### config.mk
export PLATFORM = sky130hd
export DESIGN_NAME = mul_arbiter_flat
export DESIGN_NICKNAME = d
export VERILOG_FILES = /design/src/rtl/mul_arbiter_if.sv /design/src/rtl/mul_arbiter.sv /design/src/flat_wrapper.sv
export SDC_FILE = /design/constraint.sdc
export NUM_CORES = 1
export LEC_CHECK = 0
export ABC_AREA = 1
export CORE_AREA = 2 2 212 214
export DETAILED_ROUTE_END_ITERATION = 6
export DIE_AREA = 0 0 214 216
export DONT_BUFFER_PORTS = 1
export PLACE_DENSITY_LB_ADDON = 0.05
export SETUP_SLACK_MARGIN = 0.15
export SLEW_MARGIN = 20
export SYNTH_ARGS = -nofsm -noshare
export SYNTH_HDL_FRONTEND = slang
export SYNTH_SLANG_ARGS = --single-unit
### constraint.sdc
create_clock -name clk -period 2.07 [get_ports clk]
set_input_delay 0.5175 -clock clk [delete_from_list [all_inputs] [get_ports clk]]
set_output_delay 0.5175 -clock clk [all_outputs]
set_load 0.02 [all_outputs]
### src/rtl/mul_arbiter_if.sv
// Request, result and multiplier-side signals of the two-port multiplier arbiter.
// Index k of each 2-wide field belongs to requester k.
interface mul_arbiter_if;
  logic [1:0]       req_valid_i;
  logic [1:0][63:0] req_opr_a_i;
  logic [1:0][63:0] req_opr_b_i;
  logic [1:0][3:0]  req_func_i;
  logic [1:0]       req_word_i;
  logic [1:0]       req_ready_o;
  logic [1:0]       res_valid_o;
  logic [63:0]      res_data_o;
  logic [1:0]       res_ready_i;
  logic             mul_valid_o;
  logic [63:0]      mul_opr_a_o;
  logic [63:0]      mul_opr_b_o;
  logic [3:0]       mul_func_o;
  logic             mul_word_o;
  logic             mul_ready_i;
  logic [63:0]      mul_res_i;
  logic             mul_res_valid_i;
  logic             mul_ready_o;
  logic             flush_i;
  logic             flush_o;

  modport slave (
    input  req_valid_i, req_opr_a_i, req_opr_b_i, req_func_i, req_word_i,
    input  res_ready_i, mul_ready_i, mul_res_i, mul_res_valid_i, flush_i,
    output req_ready_o, res_valid_o, res_data_o,
    output mul_valid_o, mul_opr_a_o, mul_opr_b_o, mul_func_o, mul_word_o,
    output mul_ready_o, flush_o
  );

  modport master (
    output req_valid_i, req_opr_a_i, req_opr_b_i, req_func_i, req_word_i,
    output res_ready_i, mul_ready_i, mul_res_i, mul_res_valid_i, flush_i,
    input  req_ready_o, res_valid_o, res_data_o,
    input  mul_valid_o, mul_opr_a_o, mul_opr_b_o, mul_func_o, mul_word_o,
    input  mul_ready_o, flush_o
  );
endinterface

### src/rtl/mul_arbiter.sv
// Round-robin arbiter sharing one multi-cycle multiplier between two requesters,
// with a one-entry result buffer that frees the multiplier as soon as it finishes.
module mul_arbiter (
  input  logic         clk,
  input  logic         resetn,
  mul_arbiter_if.slave bus
);

  typedef enum logic {
    T_IDLE = 1'b0,
    T_BUSY = 1'b1
  } state_t;

  state_t      state_r;
  state_t      state_nx_s;
  logic        owner_r;
  logic        prio_r;
  logic        buf_valid_r;
  logic        buf_owner_r;
  logic [63:0] buf_data_r;

  logic        any_req_s;
  logic        winner_s;
  logic        can_issue_s;
  logic        grant_s;
  logic        capture_s;
  logic        drain_s;
  logic [1:0]  res_valid_s;

  // Winner selection and the combinational grant/capture/drain events.
  always_comb begin
    any_req_s = |bus.req_valid_i;
    if (&bus.req_valid_i) begin
      winner_s = prio_r;
    end else begin
      winner_s = bus.req_valid_i[1];
    end
    can_issue_s    = (state_r == T_IDLE) & bus.mul_ready_i & ~bus.flush_i;
    grant_s        = can_issue_s & any_req_s;
    // A result outside T_BUSY is a protocol error and is never captured.
    capture_s      = bus.mul_res_valid_i & ~buf_valid_r & ~bus.flush_i & (state_r == T_BUSY);
    res_valid_s[0] = buf_valid_r & ~buf_owner_r & ~bus.flush_i;
    res_valid_s[1] = buf_valid_r &  buf_owner_r & ~bus.flush_i;
    drain_s        = |(res_valid_s & bus.res_ready_i);
  end

  // Issue-side outputs muxed from the winner, zero when nothing is granted.
  always_comb begin
    bus.req_ready_o = grant_s ? (winner_s ? 2'b10 : 2'b01) : 2'b00;
    bus.mul_valid_o = grant_s;
    bus.mul_opr_a_o = grant_s ? bus.req_opr_a_i[winner_s] : 64'd0;
    bus.mul_opr_b_o = grant_s ? bus.req_opr_b_i[winner_s] : 64'd0;
    bus.mul_func_o  = grant_s ? bus.req_func_i[winner_s]  : 4'd0;
    bus.mul_word_o  = grant_s ? bus.req_word_i[winner_s]  : 1'b0;
  end

  // Result-side outputs.
  always_comb begin
    bus.res_valid_o = res_valid_s;
    bus.res_data_o  = buf_data_r;
    bus.mul_ready_o = ~buf_valid_r;
    bus.flush_o     = bus.flush_i;
  end

  // Tracker next state; flush already suppresses grant and capture.
  always_comb begin
    state_nx_s = state_r;
    case (state_r)
      T_IDLE: begin
        if (grant_s) begin
          state_nx_s = T_BUSY;
        end else begin
          state_nx_s = T_IDLE;
        end
      end
      T_BUSY: begin
        if (bus.flush_i || capture_s) begin
          state_nx_s = T_IDLE;
        end else begin
          state_nx_s = T_BUSY;
        end
      end
      default: state_nx_s = T_IDLE;
    endcase
  end

  // Tracker state register.
  always_ff @(posedge clk or negedge resetn) begin
    if (!resetn) begin
      state_r <= T_IDLE;
    end else begin
      state_r <= state_nx_s;
    end
  end

  // Owner of the in-flight op and round-robin pointer, both updated on grant.
  always_ff @(posedge clk or negedge resetn) begin
    if (!resetn) begin
      owner_r <= 1'b0;
      prio_r  <= 1'b0;
    end else if (grant_s) begin
      owner_r <= winner_s;
      prio_r  <= ~winner_s;
    end else begin
      owner_r <= owner_r;
      prio_r  <= prio_r;
    end
  end

  // One-entry result buffer; capture and drain never coincide because
  // capture requires the buffer to be empty.
  always_ff @(posedge clk or negedge resetn) begin
    if (!resetn) begin
      buf_valid_r <= 1'b0;
      buf_owner_r <= 1'b0;
      buf_data_r  <= 64'd0;
    end else if (bus.flush_i) begin
      buf_valid_r <= 1'b0;
    end else if (capture_s) begin
      buf_valid_r <= 1'b1;
      buf_owner_r <= owner_r;
      buf_data_r  <= bus.mul_res_i;
    end else if (drain_s) begin
      buf_valid_r <= 1'b0;
    end else begin
      buf_valid_r <= buf_valid_r;
    end
  end

endmodule
### src/flat_wrapper.sv
// flat-port wrapper written by rule: the top's interface ports become plain ports
module mul_arbiter_flat 
  (clk, resetn, bus_req_valid_i, bus_req_opr_a_i, bus_req_opr_b_i, bus_req_func_i, bus_req_word_i, bus_res_ready_i, bus_mul_ready_i, bus_mul_res_i, bus_mul_res_valid_i, bus_flush_i, bus_req_ready_o, bus_res_valid_o, bus_res_data_o, bus_mul_valid_o, bus_mul_opr_a_o, bus_mul_opr_b_o, bus_mul_func_o, bus_mul_word_o, bus_mul_ready_o, bus_flush_o);
  mul_arbiter_if bus_i ();
  input  logic clk;
  input  logic resetn;
  input wire logic [$bits(bus_i.req_valid_i)-1:0] bus_req_valid_i;
  input wire logic [$bits(bus_i.req_opr_a_i)-1:0] bus_req_opr_a_i;
  input wire logic [$bits(bus_i.req_opr_b_i)-1:0] bus_req_opr_b_i;
  input wire logic [$bits(bus_i.req_func_i)-1:0] bus_req_func_i;
  input wire logic [$bits(bus_i.req_word_i)-1:0] bus_req_word_i;
  input wire logic [$bits(bus_i.res_ready_i)-1:0] bus_res_ready_i;
  input wire logic [$bits(bus_i.mul_ready_i)-1:0] bus_mul_ready_i;
  input wire logic [$bits(bus_i.mul_res_i)-1:0] bus_mul_res_i;
  input wire logic [$bits(bus_i.mul_res_valid_i)-1:0] bus_mul_res_valid_i;
  input wire logic [$bits(bus_i.flush_i)-1:0] bus_flush_i;
  output wire logic [$bits(bus_i.req_ready_o)-1:0] bus_req_ready_o;
  output wire logic [$bits(bus_i.res_valid_o)-1:0] bus_res_valid_o;
  output wire logic [$bits(bus_i.res_data_o)-1:0] bus_res_data_o;
  output wire logic [$bits(bus_i.mul_valid_o)-1:0] bus_mul_valid_o;
  output wire logic [$bits(bus_i.mul_opr_a_o)-1:0] bus_mul_opr_a_o;
  output wire logic [$bits(bus_i.mul_opr_b_o)-1:0] bus_mul_opr_b_o;
  output wire logic [$bits(bus_i.mul_func_o)-1:0] bus_mul_func_o;
  output wire logic [$bits(bus_i.mul_word_o)-1:0] bus_mul_word_o;
  output wire logic [$bits(bus_i.mul_ready_o)-1:0] bus_mul_ready_o;
  output wire logic [$bits(bus_i.flush_o)-1:0] bus_flush_o;
  assign bus_i.req_valid_i = bus_req_valid_i;
  assign bus_i.req_opr_a_i = bus_req_opr_a_i;
  assign bus_i.req_opr_b_i = bus_req_opr_b_i;
  assign bus_i.req_func_i = bus_req_func_i;
  assign bus_i.req_word_i = bus_req_word_i;
  assign bus_i.res_ready_i = bus_res_ready_i;
  assign bus_i.mul_ready_i = bus_mul_ready_i;
  assign bus_i.mul_res_i = bus_mul_res_i;
  assign bus_i.mul_res_valid_i = bus_mul_res_valid_i;
  assign bus_i.flush_i = bus_flush_i;
  assign bus_req_ready_o = bus_i.req_ready_o;
  assign bus_res_valid_o = bus_i.res_valid_o;
  assign bus_res_data_o = bus_i.res_data_o;
  assign bus_mul_valid_o = bus_i.mul_valid_o;
  assign bus_mul_opr_a_o = bus_i.mul_opr_a_o;
  assign bus_mul_opr_b_o = bus_i.mul_opr_b_o;
  assign bus_mul_func_o = bus_i.mul_func_o;
  assign bus_mul_word_o = bus_i.mul_word_o;
  assign bus_mul_ready_o = bus_i.mul_ready_o;
  assign bus_flush_o = bus_i.flush_o;
  mul_arbiter u_core (.clk(clk), .resetn(resetn), .bus(bus_i));
endmodule
== After elaboration in Yosys (flattened, before gate mapping) ==
Cells that the tools add are included.

* Register bits after elaboration: 69
* Bits of input ports: 339

* Order comparisons: 1
* Multiplexer cells: 21
* Bitwise logic cells: 16
* Reduce and logical (&&, ||, !) cells: 6

{| class="wikitable"
|+ Operators with widths
! cell !! number
|-
| two-way mux 64 bit || 6
|-
| two-way mux 4 bit || 3
|-
| AND 1 bit || 10
|-
| two-way mux 1 bit || 9
|-
| inverter 1 bit || 5
|-
| two-way mux 2 bit || 2
|-
| AND reduction 2 bit || 2
|-
| OR reduction 2 bit || 2
|-
| nonzero test 3 bit || 1
|-
| AND 2 bit || 1
|-
| < comparator 1 x 2 -> 1 bit, second input constant || 1
|-
| one-hot mux 1 bit (2 select lines) || 1
|-
| logical OR 1 bit || 1
|}

== Logic depth before layout (Yosys ltp) ==
Gate-level depths: netlist of run 1.

* Depth in word-level cells: 8
* Depth in mapped cells: 7

== Least setup slack after synthesis of run 1 ==
No wires, ideal clock.

* Path type: input to output
* Start: input bus_req_valid_i[1]
* End: output bus_mul_opr_a_o[57]
* Arrival: 1.472 ns
* Setup slack: 0.080 ns
* Stages on the path: 5
* Buffers on the path: 3
* Cells stage by stage: buf_4 buf_2 buf_2 nand3_1 a21oi_1

* Word-level cells in the longest chain between the ends: 5

{| class="wikitable"
|+ RTL lines
! element !! line !! source
|-
| start, declared || flat_wrapper.sv:7 || <nowiki>input wire logic [$bits(bus_i.req_valid_i)-1:0] bus_req_valid_i;</nowiki>
|-
| AND reduction 2 bit || mul_arbiter.sv:33 || <nowiki>if (&bus.req_valid_i) begin</nowiki>
|-
| two-way mux 1 bit || mul_arbiter.sv:33 ||
|-
| two-way mux 64 bit (not written as such) (2 in series) || mul_arbiter.sv:51 || <nowiki>bus.mul_opr_a_o = grant_s ? bus.req_opr_a_i[winner_s] : 64'd0;</nowiki>
|-
| two-way mux 64 bit * || mul_arbiter.sv:51 ||
|-
| end, declared || flat_wrapper.sv:21 || <nowiki>output wire logic [$bits(bus_i.mul_opr_a_o)-1:0] bus_mul_opr_a_o;</nowiki>
|}

Mark *: on every way between the ends. The rest lies on a longest branch, timed or not. The select of a mux whose other input is x is not followed.

== Worst setup path after layout of run 1 ==
* Start: register u_core.prio_r
* End: output bus_mul_opr_b_o[3]

* Word-level cells in the longest chain between the ends: 4

{| class="wikitable"
|+ RTL lines
! element !! line !! source
|-
| start, declared || mul_arbiter.sv:17 || <nowiki>logic prio_r;</nowiki>
|-
| start signal, assigned || mul_arbiter.sv:103 || <nowiki>prio_r <= ~winner_s;</nowiki>
|-
| start signal, assigned || mul_arbiter.sv:106 || <nowiki>prio_r <= prio_r;</nowiki>
|-
| two-way mux 1 bit || mul_arbiter.sv:33 ||
|-
| two-way mux 64 bit (not written as such) (2 in series) || mul_arbiter.sv:52 || <nowiki>bus.mul_opr_b_o = grant_s ? bus.req_opr_b_i[winner_s] : 64'd0;</nowiki>
|-
| two-way mux 64 bit || mul_arbiter.sv:52 ||
|-
| end, declared || flat_wrapper.sv:22 || <nowiki>output wire logic [$bits(bus_i.mul_opr_b_o)-1:0] bus_mul_opr_b_o;</nowiki>
|}

No other way between the ends. The select of a mux whose other input is x is not followed.

==> results of run 1 <==
## final cells by class
class / instances / area (um^2)
Clock inverter: 7 / 50.05
Sequential cell: 69 / 1728
Antenna cell: 3 / 7.507
Clock buffer: 9 / 225.2
Inverter: 74 / 285.3
Fill cell: 4957 / 34780
Tap cell: 592 / 740.7
Multi-Input combinational cell: 550 / 3618
Timing Repair Buffer: 197 / 2396
## where the power goes
group          total, W  internal, W  switching [W]
logic           0.00225     0.000995        0.00125
clock network   0.00145     0.000812       0.000637
registers       0.00262      0.00175       0.000870
## Yosys cell counts
| cell type | n | area [um^2] |
|---|---|---|
| buf_6 | 10 | 112.6 |
| a21oi_1 | 43 | 215.2 |
| o21ai_1 | 21 | 105.1 |
| inv_2 | 2 | 7.510 |
| buf_1 | 2 | 7.510 |
| clkbuf_1 | 28 | 105.1 |
| nand2_1 | 202 | 758.2 |
| inv_1 | 72 | 270.3 |
| nand3_2 | 1 | 10.01 |
| nand3_1 | 136 | 680.7 |
| nand2_2 | 1 | 6.260 |
| dfrtp_1 | 69 | 1727 |
| a21oi_2 | 90 | 788.3 |
| nand3b_1 | 2 | 15.01 |
| nor2_1 | 7 | 26.28 |
| buf_2 | 29 | 145.1 |
| buf_4 | 4 | 30.03 |
| nand2_4 | 1 | 11.26 |
| o21ai_0 | 46 | 230.2 |
## state kept, by name, indices dropped and copies added (netlist names)
signal,flops
u_core.prio_r,1
u_core.buf_owner_r,1
u_core.owner_r,1
u_core.state_r,1
u_core.buf_valid_r,1
u_core.bus.res_data_o,64
## routing by layer
| metal | up-vias | global-route usage (%) | wire length, um |
|---|---|---|---|
| met5 | - | 0 | 0 |
| met4 | 0 | 3.916 | 680 |
| met3 | 33 | 3.932 | 2500 |
| met2 | 290 | 25.43 | 18440 |
| met1 | 2907 | 14.20 | 12050 |
| li1 | 2787 | - | - |
## through the flow
stage / instance area [um^2] / hold WS (ns) / utilization [%]
2_1_floorplan: 5345 / 0.2219 / -
3_3_place_gp: 7122 / 0.2247 / 16.25
3_5_place_dp: 7122 / 0.2244 / 16.25
4_1_cts: 8357 / -0.1564 / 19.06
5_1_grt: 9051 / -0.1619 / 20.65
6_report: 9051 / -0.1367 / 20.65
## logic make-up after synthesis
group	Yosys count	share of synthesized area (%)
simple gates	350	28.71
compound gates	200	25.49
buf+inv	147	12.91
flops	69	32.88
## final timing paths
kind | startpoint | to | slack [ns] | cells past startpoint
min | resetn | u_core.bus.res_data_o[7] | -0.14 | 0
max reg2reg | u_core.buf_valid_r | u_core.bus.res_data_o[30] | 0.44 | 6
min in group clk | bus_mul_res_i[11] | u_core.bus.res_data_o[11] | 0.30 | 2
min reg2reg | u_core.owner_r | u_core.owner_r | 0.50 | 2
max | u_core.prio_r | bus_mul_opr_b_o[3] | -0.22 | 9
max in group asynchronous | resetn | u_core.buf_valid_r | 2.06 | 0
## layout by cell type (no fill, tap or decap)
cell type / n
o21ai_0: 46
buf_4: 76
buf_6: 81
inv_2: 3
dfrtp_1: 68
clkinv_4: 1
a21oi_1: 1
nand3b_1: 2
o21ai_1: 21
inv_1: 69
inv_6: 1
nand2_2: 29
nor2_4: 3
nand2_1: 140
nor2_2: 1
buf_16: 13
nand3_2: 12
a21oi_2: 111
nand3_4: 2
dfrtp_2: 1
nand3_1: 123
clkbuf_16: 15
nand2_4: 32
buf_8: 3
nor2_1: 3
nand2_8: 3
clkinv_2: 2
buf_12: 18
a21oi_4: 21
clkinvlp_4: 5
diode_2: 3
## timing repair
item,in CTS,in global routing
endpoints found under the hold margin,69,69
setup buffers,15,5
pin swaps,20,40
gates cloned,8,6
setup endpoints to repair,138,138
gates resized for setup,141,121
==> flow_results.xml, run 1 <==
<?xml version="1.0" encoding="UTF-8"?>
<metrics>
  <group name="placement">
    <metric name="post-dp-hpwl" unit="um">25250</metric>
    <metric name="dp_worst_setup_slack" unit="ns">0.01143</metric>
    <metric name="gp_congestion" unit="">0.8675</metric>
    <metric name="portBuffers" unit="">0</metric>
    <metric name="dpl.cell_count" unit="">1448</metric>
  </group>
  <group name="critical_path">
    <metric name="critPathKind" unit="">reg2out</metric>
    <metric name="critical_path.endpoint_type" unit="">primary output</metric>
    <metric name="worst_setup_path_start_kind" unit="">flop</metric>
    <metric name="crit_fanout" unit="">6</metric>
    <metric name="critPathTopFamily" unit="">buffers and inverters</metric>
    <metric name="cp_slowest_stage_delay" unit="ns">0.39</metric>
    <metric name="timing.critical_path.cells" unit="">inv_2 &gt; nand2_8 &gt; nand2_8 &gt; buf_12 &gt; buf_12 &gt; clkbuf_16 &gt; nand2_4 &gt; a21oi_2 &gt; buf_6</metric>
    <metric name="timing.critical_path.buf_inv" unit="">5</metric>
    <metric name="timing.critical_path.arrival" unit="ns">1.77</metric>
    <metric name="timing.critical_path.required" unit="ns">1.55</metric>
    <metric name="critical_path.slowest_cell" unit="">dfrtp_1</metric>
  </group>
  <group name="route">
    <metric name="antenna_violating_nets_post_route" unit="">0</metric>
    <metric name="postRouteWirelength" unit="um">33670</metric>
    <metric name="drt_pre_antenna_iters" unit="">4</metric>
    <metric name="route.detailed.wl_per_inst" unit="um">22.43</metric>
    <metric name="drc_errors" unit="">0</metric>
    <metric name="drtIter0Drc" unit="">248</metric>
    <metric name="route.vias.total" unit="">6017</metric>
    <metric name="route.detailed.vias_per_inst" unit="">4.009</metric>
  </group>
  <group name="timing">
    <metric name="min_period_over_period" unit="%">110.5</metric>
    <metric name="fin_worst_hold_slack" unit="ns">-0.1367</metric>
    <metric name="final.min_clock_period" unit="ns">2.288</metric>
    <metric name="achievable-frequency" unit="MHz">437.1</metric>
    <metric name="rsz0062_at_grt" unit="">true</metric>
    <metric name="slew_violations" unit="">0</metric>
    <metric name="max_slew.worst_pin.slew" unit="ns">0.5862</metric>
    <metric name="finalSetupViolCount" unit="">135</metric>
    <metric name="postLayoutSetupSlackWorst" unit="ns">-0.2177</metric>
    <metric name="clock_skew_after_layout" unit="ns">0.006199</metric>
    <metric name="fin_setup_tns" unit="ns">-20.05</metric>
    <metric name="slew_headroom" unit="%">60.92</metric>
    <metric name="final_hold_violating_endpoints" unit="">69</metric>
  </group>
  <group name="cells_and_area">
    <metric name="design.final.nets" unit="">1240</metric>
    <metric name="final-instance-count-excl-fill" unit="">1501</metric>
    <metric name="syn2layout_area_growth" unit="%">72.36</metric>
    <metric name="post_route_cells_drive_above_1_share" unit="%">47.79</metric>
  </group>
  <group name="floorplan">
    <metric name="chipHeight" unit="um">216</metric>
    <metric name="site_rows" unit="">77</metric>
    <metric name="floorplan.io_pins" unit="">543</metric>
    <metric name="initial_core_util" unit="%">11.98</metric>
    <metric name="core_area" unit="um^2">43840</metric>
    <metric name="design.die.area" unit="um^2">46220</metric>
    <metric name="die_width" unit="um">214</metric>
  </group>
  <group name="pwr">
    <metric name="finalPower" unit="W">0.006321</metric>
    <metric name="vdd.ir_drop.worst" unit="mV">0.4164</metric>
    <metric name="power.density" unit="nW/um^2">698.4</metric>
    <metric name="leakagePower" unit="nW">3.915</metric>
  </group>
  <group name="cts">
    <metric name="clkTransAtPathRegs" unit="ns">0.07</metric>
    <metric name="cts.sinks" unit="">69</metric>
    <metric name="cts_tree" unit="">yes</metric>
    <metric name="clk-insertion-delay-late" unit="ns">0.34</metric>
    <metric name="cts_inserted_buffers" unit="">9</metric>
    <metric name="clk_root_buffer_cell" unit="">clkbuf_16</metric>
    <metric name="cts_htree_levels" unit="">3</metric>
    <metric name="clock_path_buffers" unit="">2</metric>
  </group>
  <group name="status">
    <metric name="failing_checks" unit="">hold timing, setup timing</metric>
    <metric name="run_status" unit="">finished, violations left</metric>
  </group>
  <group name="global_route">
    <metric name="antenna_found_initial" unit="">3</metric>
    <metric name="gr-total-overflow" unit="">0</metric>
    <metric name="vias_in_the_first_global_route" unit="">6341</metric>
    <metric name="grt_pass1_wl" unit="um">45570</metric>
    <metric name="track_usage" unit="%">13.39</metric>
    <metric name="largest_net_degree_at_the_start_of_global_routing" unit="">136</metric>
  </group>
  <group name="synthesis">
    <metric name="synth.yosys.warnings" unit="">0</metric>
    <metric name="synthDistinctLibCells" unit="">19</metric>
    <metric name="synthCells" unit="">766</metric>
    <metric name="synthesis.area_per_instance" unit="um^2">6.855</metric>
    <metric name="syn_area" unit="um^2">5251</metric>
    <metric name="synth_sequential_area_ratio" unit="%">32.88</metric>
    <metric name="postSynthNetCount" unit="">1105</metric>
    <metric name="synth-seq-cells" unit="">69</metric>
  </group>
  <group name="flow_run">
    <metric name="drv_cap" unit="">0</metric>
  </group>
  <group name="worst_hold_path">
    <metric name="worstHoldPathType" unit="">in2async</metric>
  </group>
</metrics>
No activity file was read; power rests on OpenSTA's default activity.
==> run 2, diff against run 1 <==
- CTS_BUF_LIST: not set -> sky130_fd_sc_hd__clkbuf_4
==> flow_results.xml, run 2 (synthesis gave the netlist of run 1 again) <==
<?xml version="1.0" encoding="UTF-8"?>
<metrics>
  <group name="pwr">
    <metric name="leakagePower" unit="nW">3.854</metric>
    <metric name="power.density" unit="nW/um^2">634.8</metric>
    <metric name="p_seq_share" unit="%">46.2</metric>
    <metric name="clock_power_share" unit="%">14.3</metric>
    <metric name="power.net_switching" unit="W">0.002693</metric>
    <metric name="intPower" unit="W">0.002973</metric>
    <metric name="power_frac_comb" unit="%">39.5</metric>
    <metric name="share_of_total_power_consumed_by_net_switching" unit="%">47.54</metric>
    <metric name="vdd.ir_drop.worst" unit="mV">0.2822</metric>
  </group>
  <group name="timing">
    <metric name="final.min_clock_period" unit="ns">2.410</metric>
    <metric name="max_slew.worst_pin.slew" unit="ns">0.5911</metric>
    <metric name="rsz0062_at_grt" unit="">true</metric>
    <metric name="fin_worst_hold_slack" unit="ns">-0.2746</metric>
    <metric name="final_hold_violating_endpoints" unit="">69</metric>
    <metric name="clock_skew_after_layout" unit="ns">0.01841</metric>
    <metric name="fin_setup_tns" unit="ns">-36.25</metric>
    <metric name="min_period_over_period" unit="%">116.4</metric>
    <metric name="finalSetupViolCount" unit="">138</metric>
    <metric name="achievable-frequency" unit="MHz">414.9</metric>
    <metric name="slew_violations" unit="">0</metric>
    <metric name="postLayoutSetupSlackWorst" unit="ns">-0.3401</metric>
    <metric name="slew_headroom" unit="%">60.59</metric>
  </group>
  <group name="global_route">
    <metric name="vias_in_the_first_global_route" unit="">6291</metric>
    <metric name="track_usage" unit="%">13.26</metric>
    <metric name="antenna_found_initial" unit="">4</metric>
    <metric name="largest_net_degree_at_the_start_of_global_routing" unit="">136</metric>
    <metric name="gr-total-overflow" unit="">0</metric>
    <metric name="grt_pass1_wl" unit="um">45130</metric>
  </group>
  <group name="critical_path">
    <metric name="timing.critical_path.cells" unit="">inv_2 &gt; nand2_8 &gt; nand2_8 &gt; buf_12 &gt; clkbuf_16 &gt; nand2_1 &gt; a21oi_2 &gt; buf_6</metric>
    <metric name="critical_path.endpoint_type" unit="">primary output</metric>
    <metric name="worst_r2r_path_depth" unit="">6</metric>
    <metric name="cp_slowest_stage_delay" unit="ns">0.42</metric>
    <metric name="critPathKind" unit="">reg2out</metric>
    <metric name="timing.critical_path.buf_inv" unit="">4</metric>
    <metric name="timing.critical_path.required" unit="ns">1.55</metric>
    <metric name="number_of_cells_on_the_critical_path" unit="">8</metric>
    <metric name="worst_setup_path_start_kind" unit="">flop</metric>
    <metric name="critical_path.slowest_cell" unit="">dfrtp_1</metric>
    <metric name="reg2reg_setup_slack" unit="ns">0.42</metric>
    <metric name="critPathTopFamily" unit="">buffers and inverters</metric>
    <metric name="timing.critical_path.arrival" unit="ns">1.89</metric>
    <metric name="crit_fanout" unit="">11</metric>
    <metric name="cpMostUsedCell" unit="">nand2_8</metric>
  </group>
  <group name="route">
    <metric name="antenna_violating_nets_post_route" unit="">0</metric>
    <metric name="route.detailed.wl_per_inst" unit="um">22.49</metric>
    <metric name="drtIter0Drc" unit="">303</metric>
    <metric name="drt_pre_antenna_iters" unit="">4</metric>
    <metric name="postRouteWirelength" unit="um">33730</metric>
    <metric name="route.vias.total" unit="">6035</metric>
    <metric name="route.detailed.vias_per_inst" unit="">4.023</metric>
    <metric name="drc_errors" unit="">0</metric>
  </group>
  <group name="status">
    <metric name="failing_checks" unit="">hold timing, setup timing</metric>
    <metric name="run_status" unit="">finished, violations left</metric>
  </group>
  <group name="placement">
    <metric name="dp_worst_setup_slack" unit="ns">0.01143</metric>
    <metric name="post-dp-hpwl" unit="um">25250</metric>
    <metric name="gp_congestion" unit="">0.8675</metric>
    <metric name="portBuffers" unit="">0</metric>
  </group>
  <group name="cts">
    <metric name="cts_inserted_buffers" unit="">9</metric>
    <metric name="clock_path_buffers" unit="">2</metric>
    <metric name="cts_htree_levels" unit="">3</metric>
    <metric name="clk-insertion-delay-late" unit="ns">0.46</metric>
    <metric name="cts.sinks" unit="">69</metric>
    <metric name="cts_tree" unit="">yes</metric>
    <metric name="clkTransAtPathRegs" unit="ns">0.15</metric>
    <metric name="clk_root_buffer_cell" unit="">clkbuf_4</metric>
  </group>
  <group name="floorplan">
    <metric name="core_area" unit="um^2">43840</metric>
    <metric name="floorplan.io_pins" unit="">543</metric>
    <metric name="initial_core_util" unit="%">11.98</metric>
    <metric name="design.die.area" unit="um^2">46220</metric>
    <metric name="site_rows" unit="">77</metric>
    <metric name="die_width" unit="um">214</metric>
    <metric name="chipHeight" unit="um">216</metric>
  </group>
  <group name="cells_and_area">
    <metric name="mostFrequentLayoutCells" unit="">139 x nand2_1, 118 x nand3_1, 111 x a21oi_2, 84 x buf_6, 73 x buf_4</metric>
    <metric name="layout_commonest_cell" unit="">nand2_1</metric>
    <metric name="syn2layout_area_growth" unit="%">69.98</metric>
    <metric name="final_layout_fill_cell_count" unit="">4979</metric>
    <metric name="post_route_cells_drive_above_1_share" unit="%">48.34</metric>
    <metric name="largest_reg_flops" unit="">64</metric>
    <metric name="multi_input_comb_area" unit="um^2">3700</metric>
    <metric name="area.sequential" unit="um^2">1728</metric>
    <metric name="design.final.nets" unit="">1238</metric>
  </group>
  <group name="flow_run">
    <metric name="drv_cap" unit="">0</metric>
  </group>
  <group name="worst_hold_path">
    <metric name="worstHoldPathType" unit="">in2async</metric>
  </group>
</metrics>
==> run 2: cell type report <==
cell class                 instances  area share [%]
timing repair buffer             195           26.27
inverter                          74           3.196
clock inverter                     7          0.5607
antenna                            4          0.1121
multi-input combinational        550           41.45
sequential                        69           19.36
tap                              592           8.298
clock buffer                       9          0.7569
==> run 2: routing by layer <==
layer / GRT usage [%] / share of wire (%) / wire length [um] / vias to the layer above
li1: - / - / - / 2786
met1: 14.01 / 36 / 12280 / 2943
met2: 25.35 / 55 / 18570 / 280
met3: 3.904 / 7.1 / 2383 / 26
met4: 3.636 / 1.5 / 505 / 0
met5: 0 / 0 / 0 / -
==> run 2: path summary, 6_finish.rpt <==
| check | from | to |
|---|---|---|
| worst max-delay path | u_core.prio_r | bus_mul_opr_a_o[14] |
| worst min-delay path | resetn | u_core.bus.res_data_o[7] |
| worst max register to register | u_core.buf_valid_r | u_core.bus.res_data_o[30] |
| worst min register to register | u_core.owner_r | u_core.owner_r |
| max in group asynchronous | resetn | u_core.buf_valid_r |
| min in group clk | bus_mul_res_i[11] | u_core.bus.res_data_o[11] |
==> run 2: what timing repair did <==
item / CTS / global route
setup buffers: 11 / 7
pin swaps: 8 / 44
endpoints found under the setup margin: 138 / 138
hold endpoints to repair: 69 / 69
gates resized for setup: 124 / 159
cloned: 7 / 7
==> run 2: stage by stage <==
stage	cells	instance area (um^2)	util, %	total power, W	hold WS [ns]
final	1500	8926	20.36	0.005666	-0.2746
after global routing	1500	8926	20.36	0.006044	-0.3397
after CTS	1482	8075	18.42	0.005511	-0.3294
after detailed placement	1448	7122	16.25	0.004320	0.2244
after global placement	1448	7122	16.25	0.004313	0.2247
after floorplan	766	5345	-	0.003640	0.2219
==> run 2: power by group through the flow <==
stage	logic (W)	clock network, W	registers (W)
floorplan	0.00116	0	0.00248
detailed placement	0.00165	0	0.00267
CTS	0.00199	0.000882	0.00264
global route	0.00243	0.000940	0.00267
global placement	0.00164	0	0.00267
finish	0.00224	0.000812	0.00262
